==> src/rtl/lcd_grid_streamer.sv <==
// Streams the 10x10 game board as LCD page/column bytes over a valid/ready handshake.
// A frame goes out on a refresh request when the board changed since the last frame, or before the first frame.
module lcd_grid_streamer #(
   parameter int X_OFF  = 34,
   parameter int CELL_W = 6,
   parameter int PAGES  = 8,
   parameter int COLS   = 128
) (
   input  logic        clk,
   input  logic        rst_n,
   input  logic [99:0] game_table,
   input  logic        change,
   input  logic        en,
   output logic [7:0]  data_out,
   output logic        data_valid,
   output logic        busy,
   output logic        frame_done
);

   localparam int GRID     = 10;
   localparam int PW       = $clog2(PAGES);
   localparam int CW       = $clog2(COLS);
   localparam int OW       = (CELL_W > 1) ? $clog2(CELL_W) : 1;
   localparam int GRID_END = X_OFF + GRID * CELL_W;

   typedef enum logic [1:0] {IDLE, LOAD, SEND, DONE} state_t;

   state_t         state_q, state_d;
   logic [PW-1:0]  page_q, nxt_page;
   logic [CW-1:0]  col_q, nxt_col;
   logic [3:0]     cell_q, nxt_cell;
   logic [OW-1:0]  off_q, nxt_off;
   logic [99:0]    shadow_q;
   logic           sent_once_q;
   logic           xfer, last_byte, nxt_in_grid;
   logic [99:0]    src_table;
   logic [7:0]     nxt_byte;

   // Two cells share a page: the even row fills bits [2:0], the odd row bits [6:4].
   function automatic logic [7:0] render(input logic [PW-1:0] p, input logic in_grid,
                                         input logic [3:0] c, input logic [OW-1:0] o,
                                         input logic [99:0] tbl);
      logic [6:0] idx;
      render = '0;
      idx    = 7'(p) * 7'd20 + 7'(c);
      if (in_grid && (p < PW'(GRID / 2)) && (o != OW'(CELL_W - 1))) begin
         render[2:0] = {3{tbl[idx]}};
         render[6:4] = {3{tbl[idx + 7'd10]}};
      end
   endfunction

   assign xfer      = data_valid && en;
   assign last_byte = (page_q == PW'(PAGES - 1)) && (col_q == CW'(COLS - 1));
   assign busy      = (state_q != IDLE);
   assign frame_done = (state_q == DONE);
   // LOAD renders straight from the board because shadow only captures it at the end of that cycle.
   assign src_table = (state_q == LOAD) ? game_table : shadow_q;

   // NOTE: every signal driven here gets a default first, so no path can leave it unassigned and infer a latch.
   always_comb begin
      state_d = state_q;
      unique case (state_q)
         IDLE: if (change && (!sent_once_q || game_table != shadow_q)) state_d = LOAD;
         LOAD: state_d = SEND;
         SEND: if (xfer && last_byte) state_d = DONE;
         DONE: state_d = IDLE;
         default: state_d = IDLE;
      endcase
   end

   // Position of the byte to load next, with cell/offset sub-counters replacing a divider.
   always_comb begin
      nxt_page = page_q;
      nxt_col  = col_q + 1'b1;
      if (state_q == LOAD) begin
         nxt_page = '0;
         nxt_col  = '0;
      end else if (col_q == CW'(COLS - 1)) begin
         nxt_page = page_q + 1'b1;
         nxt_col  = '0;
      end

      nxt_cell = cell_q;
      nxt_off  = off_q + 1'b1;
      if (nxt_col == CW'(X_OFF)) begin
         nxt_cell = '0;
         nxt_off  = '0;
      end else if (off_q == OW'(CELL_W - 1)) begin
         nxt_cell = cell_q + 4'd1;
         nxt_off  = '0;
      end

      nxt_in_grid = (nxt_col >= CW'(X_OFF)) && ({1'b0, nxt_col} < (CW + 1)'(GRID_END));
      nxt_byte    = render(nxt_page, nxt_in_grid, nxt_cell, nxt_off, src_table);
   end

   // NOTE: sequential state uses non-blocking assignments so every register samples pre-edge values.
   always_ff @(posedge clk) begin
      if (!rst_n) begin
         state_q     <= IDLE;
         data_out    <= '0;
         data_valid  <= 1'b0;
         page_q      <= '0;
         col_q       <= '0;
         cell_q      <= '0;
         off_q       <= '0;
         // NOTE: shadow is reset because IDLE compares against it; it is a flat register, not a RAM.
         shadow_q    <= '0;
         sent_once_q <= 1'b0;
      end else begin
         state_q <= state_d;
         unique case (state_q)
            LOAD: begin
               shadow_q   <= game_table;
               page_q     <= nxt_page;
               col_q      <= nxt_col;
               cell_q     <= nxt_cell;
               off_q      <= nxt_off;
               data_out   <= nxt_byte;
               data_valid <= 1'b1;
            end
            SEND: begin
               if (xfer) begin
                  if (last_byte) begin
                     data_valid <= 1'b0;
                  end else begin
                     page_q   <= nxt_page;
                     col_q    <= nxt_col;
                     cell_q   <= nxt_cell;
                     off_q    <= nxt_off;
                     data_out <= nxt_byte;
                  end
               end
            end
            DONE:    sent_once_q <= 1'b1;
            default: ;
         endcase
      end
   end

endmodule

==> config.mk <==
export PLATFORM = sky130hd
export DESIGN_NAME = lcd_grid_streamer
export DESIGN_NICKNAME = d
export VERILOG_FILES = /design/src/rtl/lcd_grid_streamer.sv
export SDC_FILE = /design/constraint.sdc
export NUM_CORES = 1
export LEC_CHECK = 0
export ABC_AREA = 1
export CAP_MARGIN = 20
export CORE_MARGIN = 10
export CORE_UTILIZATION = 25
export DETAILED_ROUTE_END_ITERATION = 7
export GPL_TIMING_DRIVEN = 0
export HOLD_SLACK_MARGIN = 0.05
export REMOVE_ABC_BUFFERS = 1
export SYNTH_ARGS = -nofsm -noshare
export SYNTH_HDL_FRONTEND = slang
export SYNTH_SLANG_ARGS = --single-unit
==> constraint.sdc <==
create_clock -name clk -period 3.4 [get_ports clk]
set_input_delay 0.34 -clock clk [delete_from_list [all_inputs] [get_ports clk]]
set_output_delay 0.34 -clock clk [all_outputs]
set_load 0.005 [all_outputs]
# Yosys cells after proc, flatten, opt, wreduce, memory -nomap -nowiden
# Index checks and enable logic that the tools add are counted.
[classes] mux=36 n_eq_ne=14 n_lt_le_gt_ge=5 n_addsub=6 n_mul=1 n_reduce_logical=15
[op_table] cell="$mux W100" count=1
[op_table] cell="$ne A100 B100 Y1" count=1
[op_table] cell="$mux W3" count=10
[op_table] cell="$mux W7" count=4
[op_table] cell="$lt A7 B8 Y1 const B" count=2
[op_table] cell="$mux W4" count=4
[op_table] cell="$mux W8" count=2
[op_table] cell="$pmux W8 S2" count=1
[op_table] cell="$bmux W1 S7" count=2
[op_table] cell="$pmux W7 S2" count=1
[op_table] cell="$pmux W3 S2" count=2
[op_table] cell="$ne A2 B2 Y1 const B" count=5
[op_table] cell="$pmux W2 S4" count=1
[op_table] cell="$pmux W4 S2" count=1
[op_table] cell="$add A7 B1 Y7 const B" count=1
[op_table] cell="$add A7 B4 Y7" count=1
[op_table] cell="$add A7 B4 Y7 const B" count=1
[op_table] cell="$eq A7 B6 Y1 const B" count=1
[op_table] cell="$eq A7 B7 Y1 const B" count=1
[op_table] cell="$ge A7 B6 Y1 const B" count=1
[op_table] cell="$logic_and A1 B1 Y1" count=7
[op_table] cell="$lt A7 B7 Y1 const B" count=1
[op_table] cell="$add A3 B1 Y3 const B" count=2
[op_table] cell="$eq A3 B3 Y1 const B" count=2
[op_table] cell="other kinds (15)" count=22
[word_totals] inputBits=104 out_inout_bits=11 wordCells=86 regBits=129

# Logic depth before layout (Yosys ltp)
# Gate-level depths: netlist (run 1).
[logic_depth] depth_word=13 mapped_depth=25 ltp_nobuf=22

# Worst setup path after synthesis (run 1)
# OpenSTA, ideal clock, no wires.
[synth_path] path_kind="register to register" start="register state_q[1]" end="register data_out[5]" period_less_slack_ns=3.571 slack_ns=-0.171 setup_time_ns=0.070 n_path_buf=4 stages_incl_launch_ff=25 arrival_ns=3.501 t_required_ns=3.330 cell_sequence="dfxtp_1 inv_1 ha_1 buf_2 nor2_1 nand2_1 nor2_4 nand3_4 buf_6 buf_6 nand2_1 inv_1 ha_1 fa_1 buf_2 clkinv_1 nand2_1 nand2_1 nand2_2 inv_1 nor3_1 nor2_1 a21oi_1 nand2_1 a21oi_1"
[synth_between] elab_chain_cells=12 word_cells_on_any_way=28 classes_between="add/sub (2); mul (1); order compare (3); eq/ne (6); mux (11); reduce/logical (5)"
[synth_rtl] item="start: declaration" line_no="28" rtl="state_t state_q, state_d;"
[synth_rtl] item="start signal: assignment" line_no="111" rtl="state_q <= state_d;"
[synth_rtl] item="$eq A2 B1 Y1 (*)" line_no="75" rtl="if (state_q == LOAD) begin"
[synth_rtl] item="$mux W7 (*)" line_no="75"
[synth_rtl] item="$eq A7 B6 Y1 (*)" line_no="85" rtl="if (nxt_col == CW'(X_OFF)) begin"
[synth_rtl] item="$mux W4 (*)" line_no="85"
[synth_rtl] item="named net nxt_cell[2]" line_no="31" rtl="logic [3:0] cell_q, nxt_cell;"
[synth_rtl] item="$add A7 B4 Y7 (*)" line_no="45" rtl="idx = 7'(p) * 7'd20 + 7'(c);"
[synth_rtl] item="$add A7 B4 Y7 (*)" line_no="48" rtl="render[6:4] = {3{tbl[idx + 7'd10]}};"
[synth_rtl] item="$bmux W1 S7 (*)" line_no="48"
[synth_rtl] item="$mux W1 (implied by the code) (*)" line_no="48"
[synth_rtl] item="$mux W3 (*)" line_no="46" rtl="if (in_grid && (p < PW'(GRID / 2)) && (o != OW'(CELL_W - 1))) begin"
[synth_rtl] item="$mux W8" line_no="124" rtl="if (last_byte) begin"
[synth_rtl] item="$mux W8" line_no="123" rtl="if (xfer) begin"
[synth_rtl] item="$pmux W8 S2 (*)" line_no="112" rtl="unique case (state_q)"
[synth_rtl] item="end signal: assignment" line_no="119" rtl="data_out <= nxt_byte;"
[synth_rtl] item="end signal: assignment" line_no="131" rtl="data_out <= nxt_byte;"
[synth_rtl] item="end: declaration" line_no="14" rtl="output logic [7:0] data_out,"
# Mark *: on every way through the listed nets, which the timed path passes. The rest lies on a longest branch. The select of a mux whose other input is x is not followed.
# A chain may end at the register's enable or synchronous reset.

# Worst setup path in the final report (run 1)
# Ends and elaborated chain as after synthesis.

==> out/results.ini, run 1 <==
[status]
status = completed

[timing]
min_period_ns = 3.35
clock.fmax_mhz = 299
hold_viol = 0
rsz0062_at_grt = yes
maxSlewHeadroom_pct = 55.4
setup_violations = 0
post-route-period-util_pct = 98.5
setup_slack_ns = 0.0524
finClkSkew_ns = 0.00828
slew_viol_final = 0
hold_ws_ns = 0.475
setup-tns-final_ns = 0
worst_slew_pin_slew_ns = 0.669

[route]
drcViolationCount = 0
antenna_left = 0
drtIter0Drc = 749
wl_per_cell_um = 17.8
first_pass_iters = 5
wl_um = 33000
vias_per_cell = 4.90
via_count = 9058

[global_routing]
gr-usage-all-layers_pct = 15.9
grt.overflow.total = 0
antenna_found_initial = 1
grt_pass1_vias = 8788
grt_pass1_wl_um = 50500
grt_max_degree = 64

[place]
dp_hpwl_um = 22700
dpl_cell_area_um2 = 9560
gp_congestion = 0.933
portBuffers = 112
dp.cells = 1765
dpl_worst_slack_ns = -2.32

[critical_path]
endpoint_kind = flip-flop
cp.arrival_ns = 3.70
critPathKind = reg2reg
reg2reg_to = data_out[5]
rr_startpoint = state_q[1]
reg2regPathDepth = 21
cp_data_required_time_ns = 3.75
r2r_slack_ns = 0.05
cp_max_fo = 7
startpoint_type = flip-flop

[power_and_ir_drop]
power_density_nw_per_um2 = 970
leakage_nw = 4.72
fin_total_pwr_mw = 10.6
ir_worst_vdd_mv = 0.421

[die]
start_util_pct = 25.2
die_area_um2 = 40200
io_pins = 115
fp.dieH_um = 201
core_um2 = 32400
die_x_um = 201
fp-row-count = 66

[yosys]
syn_area_um2 = 8160
syn_avg_cell_area_um2 = 6.40
synth_common_cells = nand2_1 (285), nand3_1 (188), nor2_1 (134), o21ai_0 (124), dfxtp_1 (123)
synth_top_cell_area_share_pct = 30.2
synth_edf_count = 0
synth.area.top_cells = dfxtp_1 (30%), nand2_1 (13%), nand3_1 (12%), o21ai_0 (7.6%), nor2_1 (6.2%)
ys.flop_type = dfxtp_1
synthArstFlopShare_pct = 0
ys_warn_count = 0
yosys.area.top_type = dfxtp_1
yosysUniqueCellTypes = 48
yosysSeqAreaShare_pct = 30.2
syn_inst = 1274
yosysMostFrequentCell = nand2_1
synth_seq_cells = 123

[clock_tree]
cts_tree = yes
clock_sinks = 123
clk_path_buf_depth = 2
clockRootBuffer = clkbuf_16
clkLatencyLatePin_ns = 0.42
htreeDepth = 4
cts_made_buffers = 17
path_clk_slew_ns = 0.06

[finish]
utilization_pct = 33.7
diodes = 0
fin_cells = 1849
area_growth_pct = 33.7
fin_area_um2 = 10900
final_nets = 1514
fill_cells = 3530
layout-drive-gt1-share_pct = 10.9

[min_path]
whs_endpoint = col_q[6]
hold_depth = 2
hold_path.class = reg2reg
hp-start = col_q[6]

[flow_run]
drv_cap = 0

worst max-delay path: stages (launching register included):
cell	delay (ns)
dfxtp_2	0.35
inv_4	0.04
ha_4	0.19
buf_16	0.15
nor2_4	0.15
nand3_2	0.10
nor2_4	0.13
nand3_4	0.12
nand2_2	0.10
inv_2	0.04
ha_4	0.15
fa_2	0.39
xor2_4	0.31
inv_1	0.18
nand3_1	0.14
nand2_2	0.09
buf_4	0.15
nand3_1	0.10
nand3b_1	0.09
nand3_1	0.09
nand2_1	0.09
a21oi_1	0.12
cells in the final DEF, fill, tap and decap left out, types with 4 or more instances in the layout:
cell type	count
clkbuf_16	17
o22ai_1	15
ha_1	9
nand3_2	8
nand3_1	187
o21ai_0	123
o2111ai_1	10
buf_4	40
buf_12	4
nand2_2	6
nor3_1	8
o211ai_1	6
xor2_1	17
nand2_1	283
nor4_1	12
buf_6	4
ha_4	4
mux2i_1	20
o21ai_1	8
clkinv_4	4
clkinvlp_4	4
clkdlybuf4s50_1	112
inv_4	5
or2_2	13
nor2_1	132
nand4_1	14
inv_2	6
xnor2_1	12
a21oi_1	30
dfxtp_1	120
nor2_4	6
inv_1	113
how the worst max path moves through the flow:
stage	startpoint	endpoint	slack, ns	cells past startpoint
2_1_floorplan	state_q[1]	data_out[5]	-3.61	19
3_3_place_gp	state_q[1]	data_out[5]	-7.15	19
3_5_place_dp	state_q[1]	data_out[5]	-2.32	19
4_1_cts	state_q[1]	data_out[5]	0.006	20
5_1_grt	state_q[1]	data_out[5]	-0.12	22
6_report	state_q[1]	data_out[5]	0.05	21
registers in the layout (all words and copies together), names as in the netlist:
register     flops
shadow_q       100
data_valid       1
cell_q           4
data_out         2
page_q           3
off_q            3
sent_once_q      1
state_q          2
col_q            7
what timing repair did:
item	4_1_cts	5_1_grt
setup endpoints to repair	4	2
hold buffers	0	0
pin swaps	15	15
cloned	6	0
resized for setup	35	12
buffers inserted	35	13
layout make-up:
cell class / count / area [um^2] / share of cell area, %
flip-flops and latches: 123 / 2470 / 22.6
well taps: 442 / 553 / 5.07
clock inverters: 11 / 146 / 1.34
multi-input cells: 960 / 5060 / 46.4
clock buffers: 19 / 453 / 4.16
inverters: 128 / 510 / 4.68
repair buffers: 166 / 1710 / 15.7
power by group:
group          switching [mW]  total [mW]  leakage [nW]  internal (mW)
logic                    3.99        6.36          3.42           2.37
clock network           0.702        1.88         0.291           1.18
registers               0.366        2.33          1.01           1.96
total                    5.06        10.6          4.72           5.51
metal layers:
layer | wire [um] | GRT usage, % | up-vias
met4 | 1230 | 7.28 | 0
li1 | - | - | 4480
met2 | 15700 | 26.8 | 321
met1 | 14100 | 19.6 | 4207
met3 | 1900 | 2.50 | 50
met5 | 0 | 0 | -
logic make-up (layout without fill, tap and decap cells):
family / Yosys count / count (layout) / synth area share [%]
AO/OA/AOI/OAI: 210 / 210 / 14.5
AND/OR/NAND/NOR: 680 / 683 / 37.0
buffers and inverters: 195 / 324 / 10.3
multiplexers: 20 / 20 / 2.45
other: 1 / 2 / 0.0460
XOR/XNOR: 31 / 31 / 3.33
flip-flops: 123 / 123 / 30.2
adder cells (fa/ha/maj): 14 / 14 / 2.24
No activity file was read; power rests on OpenSTA's default activity.
==> inputs of run 2 (changes only) <==
--- a/config.mk
+++ b/config.mk
@@ -12,7 +12,9 @@
 export DETAILED_ROUTE_END_ITERATION = 7
 export GPL_TIMING_DRIVEN = 0
 export HOLD_SLACK_MARGIN = 0.05
+export PLACE_DENSITY = 0.49
 export REMOVE_ABC_BUFFERS = 1
+export SLEW_MARGIN = 20
 export SYNTH_ARGS = -nofsm -noshare
 export SYNTH_HDL_FRONTEND = slang
 export SYNTH_SLANG_ARGS = --single-unit
==> out/results.ini, run 2 (same netlist as run 1, synthesis figures left out) <==
[route]
drcViolationCount = 0  ; unchanged
antenna_left = 0  ; unchanged
wl_per_cell_um = 17.9  ; +0.32%
wl_um = 32900  ; -0.38%
first_pass_iters = 8  ; +3
via_count = 8848  ; -2.3%
vias_per_cell = 4.82  ; -1.6%
drtIter0Drc = 826  ; +10%

[power_and_ir_drop]
ir_worst_vdd_mv = 0.424  ; +0.71%
power_density_nw_per_um2 = 972  ; +0.21%
leakage_nw = 4.64  ; -1.6%
fin_total_pwr_mw = 10.5  ; -0.65%

[finish]
final_nets = 1499  ; -0.99%
largest_reg_flops = 100  ; unchanged
most-common-layout-cells = nand2_1 (282), nand3_1 (178), nor2_1 (132), o21ai_0 (122), dfxtp_1 (120)
regArea_um2 = 2470  ; unchanged
multi_input_area_um2 = 5150  ; +1.9%
diodes = 0  ; unchanged
top_register = shadow_q
final_common_cell = nand2_1
largestRegisters = shadow_q: 100 flops, col_q: 7 flops, cell_q: 4 flops
area_growth_pct = 32.5
fin_area_um2 = 10800  ; -0.86%
layout-drive-gt1-share_pct = 11.0  ; +0.10 points
fill_cells = 3539  ; +0.25%

[global_routing]
antenna_found_initial = 0  ; -1
grt_pass1_wl_um = 49600  ; -1.8%
gr-usage-all-layers_pct = 15.8  ; -0.14 points
grt.overflow.total = 0  ; unchanged
grt_max_degree = 92  ; +44%
grt_pass1_vias = 8634  ; -1.8%

[critical_path]
cp.arrival_ns = 3.70  ; about the same
startpoint_type = flip-flop
cp_max_fo = 4  ; -3
critPathKind = reg2reg
cp_data_required_time_ns = 3.77  ; +0.02 ns
endpoint_kind = flip-flop

[timing]
setup-tns-final_ns = 0  ; unchanged
post-route-period-util_pct = 98.1  ; -0.32 points
finClkSkew_ns = 0.0104  ; +0.00213 ns
min_period_ns = 3.34  ; -0.0108 ns
clock.fmax_mhz = 300  ; +0.32%
rsz0062_at_grt = yes
hold_ws_ns = 0.476  ; +0.00107 ns
maxSlewHeadroom_pct = 42.7  ; -13 points
worst_slew_pin_slew_ns = 0.858  ; +0.190 ns
hold_viol = 0  ; unchanged
setup_violations = 0  ; unchanged
setup_slack_ns = 0.0632  ; +0.0108 ns
slew_viol_final = 0  ; unchanged

[die]
start_util_pct = 25.2  ; unchanged
die_area_um2 = 40200  ; unchanged
core_um2 = 32400  ; unchanged
fp-row-count = 66  ; unchanged
io_pins = 115  ; unchanged
die_x_um = 201  ; unchanged
fp.dieH_um = 201  ; unchanged

[place]
portBuffers = 112  ; unchanged
dpl_cell_area_um2 = 9580  ; +0.24%
dp_hpwl_um = 23200  ; +1.9%
gp_congestion = 0.905  ; -3.1%
dpl_worst_slack_ns = -1.87  ; +0.453 ns

[flow_run]
drv_cap = 0  ; unchanged

[min_path]
hold_path.class = reg2reg

[clock_tree]
clkLatencyLatePin_ns = 0.44  ; +0.02 ns
path_clk_slew_ns = 0.06  ; about the same
cts_made_buffers = 17  ; unchanged
htreeDepth = 4  ; unchanged
clock_sinks = 123  ; unchanged
clockRootBuffer = clkbuf_16
clk_path_buf_depth = 2  ; unchanged
cts_tree = yes
cts_hold_buf = 0  ; unchanged

[status]
status = completed

-- run 2: changes by cell type in the layout (fill, tap and decap cells not counted), moves of 2 or more --
| cell | change |
|---|---|
| bufinv_16 | -2 |
| buf_4 | -12 |
| o21ai_1 | -2 |
| nand3_2 | +9 |
| nand3_1 | -9 |
| o21ai_2 | +2 |
| clkbuf_1 | +3 |
| buf_12 | -3 |
| inv_2 | +2 |
| inv_4 | -3 |
-- run 2: through the flow --
step | cells | util [%]
3_5_place_dp | 1765 | 29.6
6_report | 1836 | 33.4
2_1_floorplan | 1208 | -
4_1_cts | 1825 | 32.7
3_3_place_gp | 1762 | 29.3
5_1_grt | 1836 | 33.4
-- run 2: area by class of cell --
type | instances | area share, %
flip-flops and latches | 123 | 22.8
clock inverters | 10 | 0.868
repair buffers | 151 | 14.5
well taps | 442 | 5.12
inverters | 128 | 4.74
clock buffers | 22 | 4.30
multi-input cells | 960 | 47.7
-- run 2: critical path, stage by stage (launching register included) --
cell     delay, ns
dfxtp_2       0.35
inv_4         0.04
ha_4          0.20
buf_16        0.15
nor2_4        0.17
nand3_2       0.11
nor2_4        0.13
nand3_4       0.10
nand2_2       0.10
inv_2         0.04
ha_4          0.15
fa_2          0.61
buf_12        0.14
xor2_4        0.17
buf_6         0.15
buf_6         0.11
nand3_2       0.08
nand3_2       0.10
nand3_2       0.07
nand3_1       0.10
nand2_2       0.07
a21oi_2       0.13
-- run 2: timing repair --
item / 4_1_cts / 5_1_grt
gates resized for setup: 37 / 34
buffers inserted: 24 / 10
setup endpoints to repair: 3 / 2
pin swaps: 15 / 19
cloned: 4 / 1
-- run 2: final timing paths --
path	start	to	slack [ns]	depth (start not counted)
min reg2reg	sent_once_q	sent_once_q	0.48	2
min	sent_once_q	sent_once_q	0.48	2
max reg2reg	state_q[1]	data_out[5]	0.06	21
max	state_q[1]	data_out[5]	0.06	21
-- run 2: routing by layer --
layer	track usage (%)	vias to the layer above	share of wire [%]
met5	0	-	0
met4	5.00	0	2.3
met3	3.53	40	5.7
met2	26.0	271	47
met1	20.0	4091	45
li1	-	4446	-
-- run 2: power by group --
| group | switching [mW] | internal [mW] | total, mW |
|---|---|---|---|
| logic | 4.10 | 2.32 | 6.42 |
| clock network | 0.726 | 1.04 | 1.77 |
| registers | 0.356 | 1.96 | 2.32 |
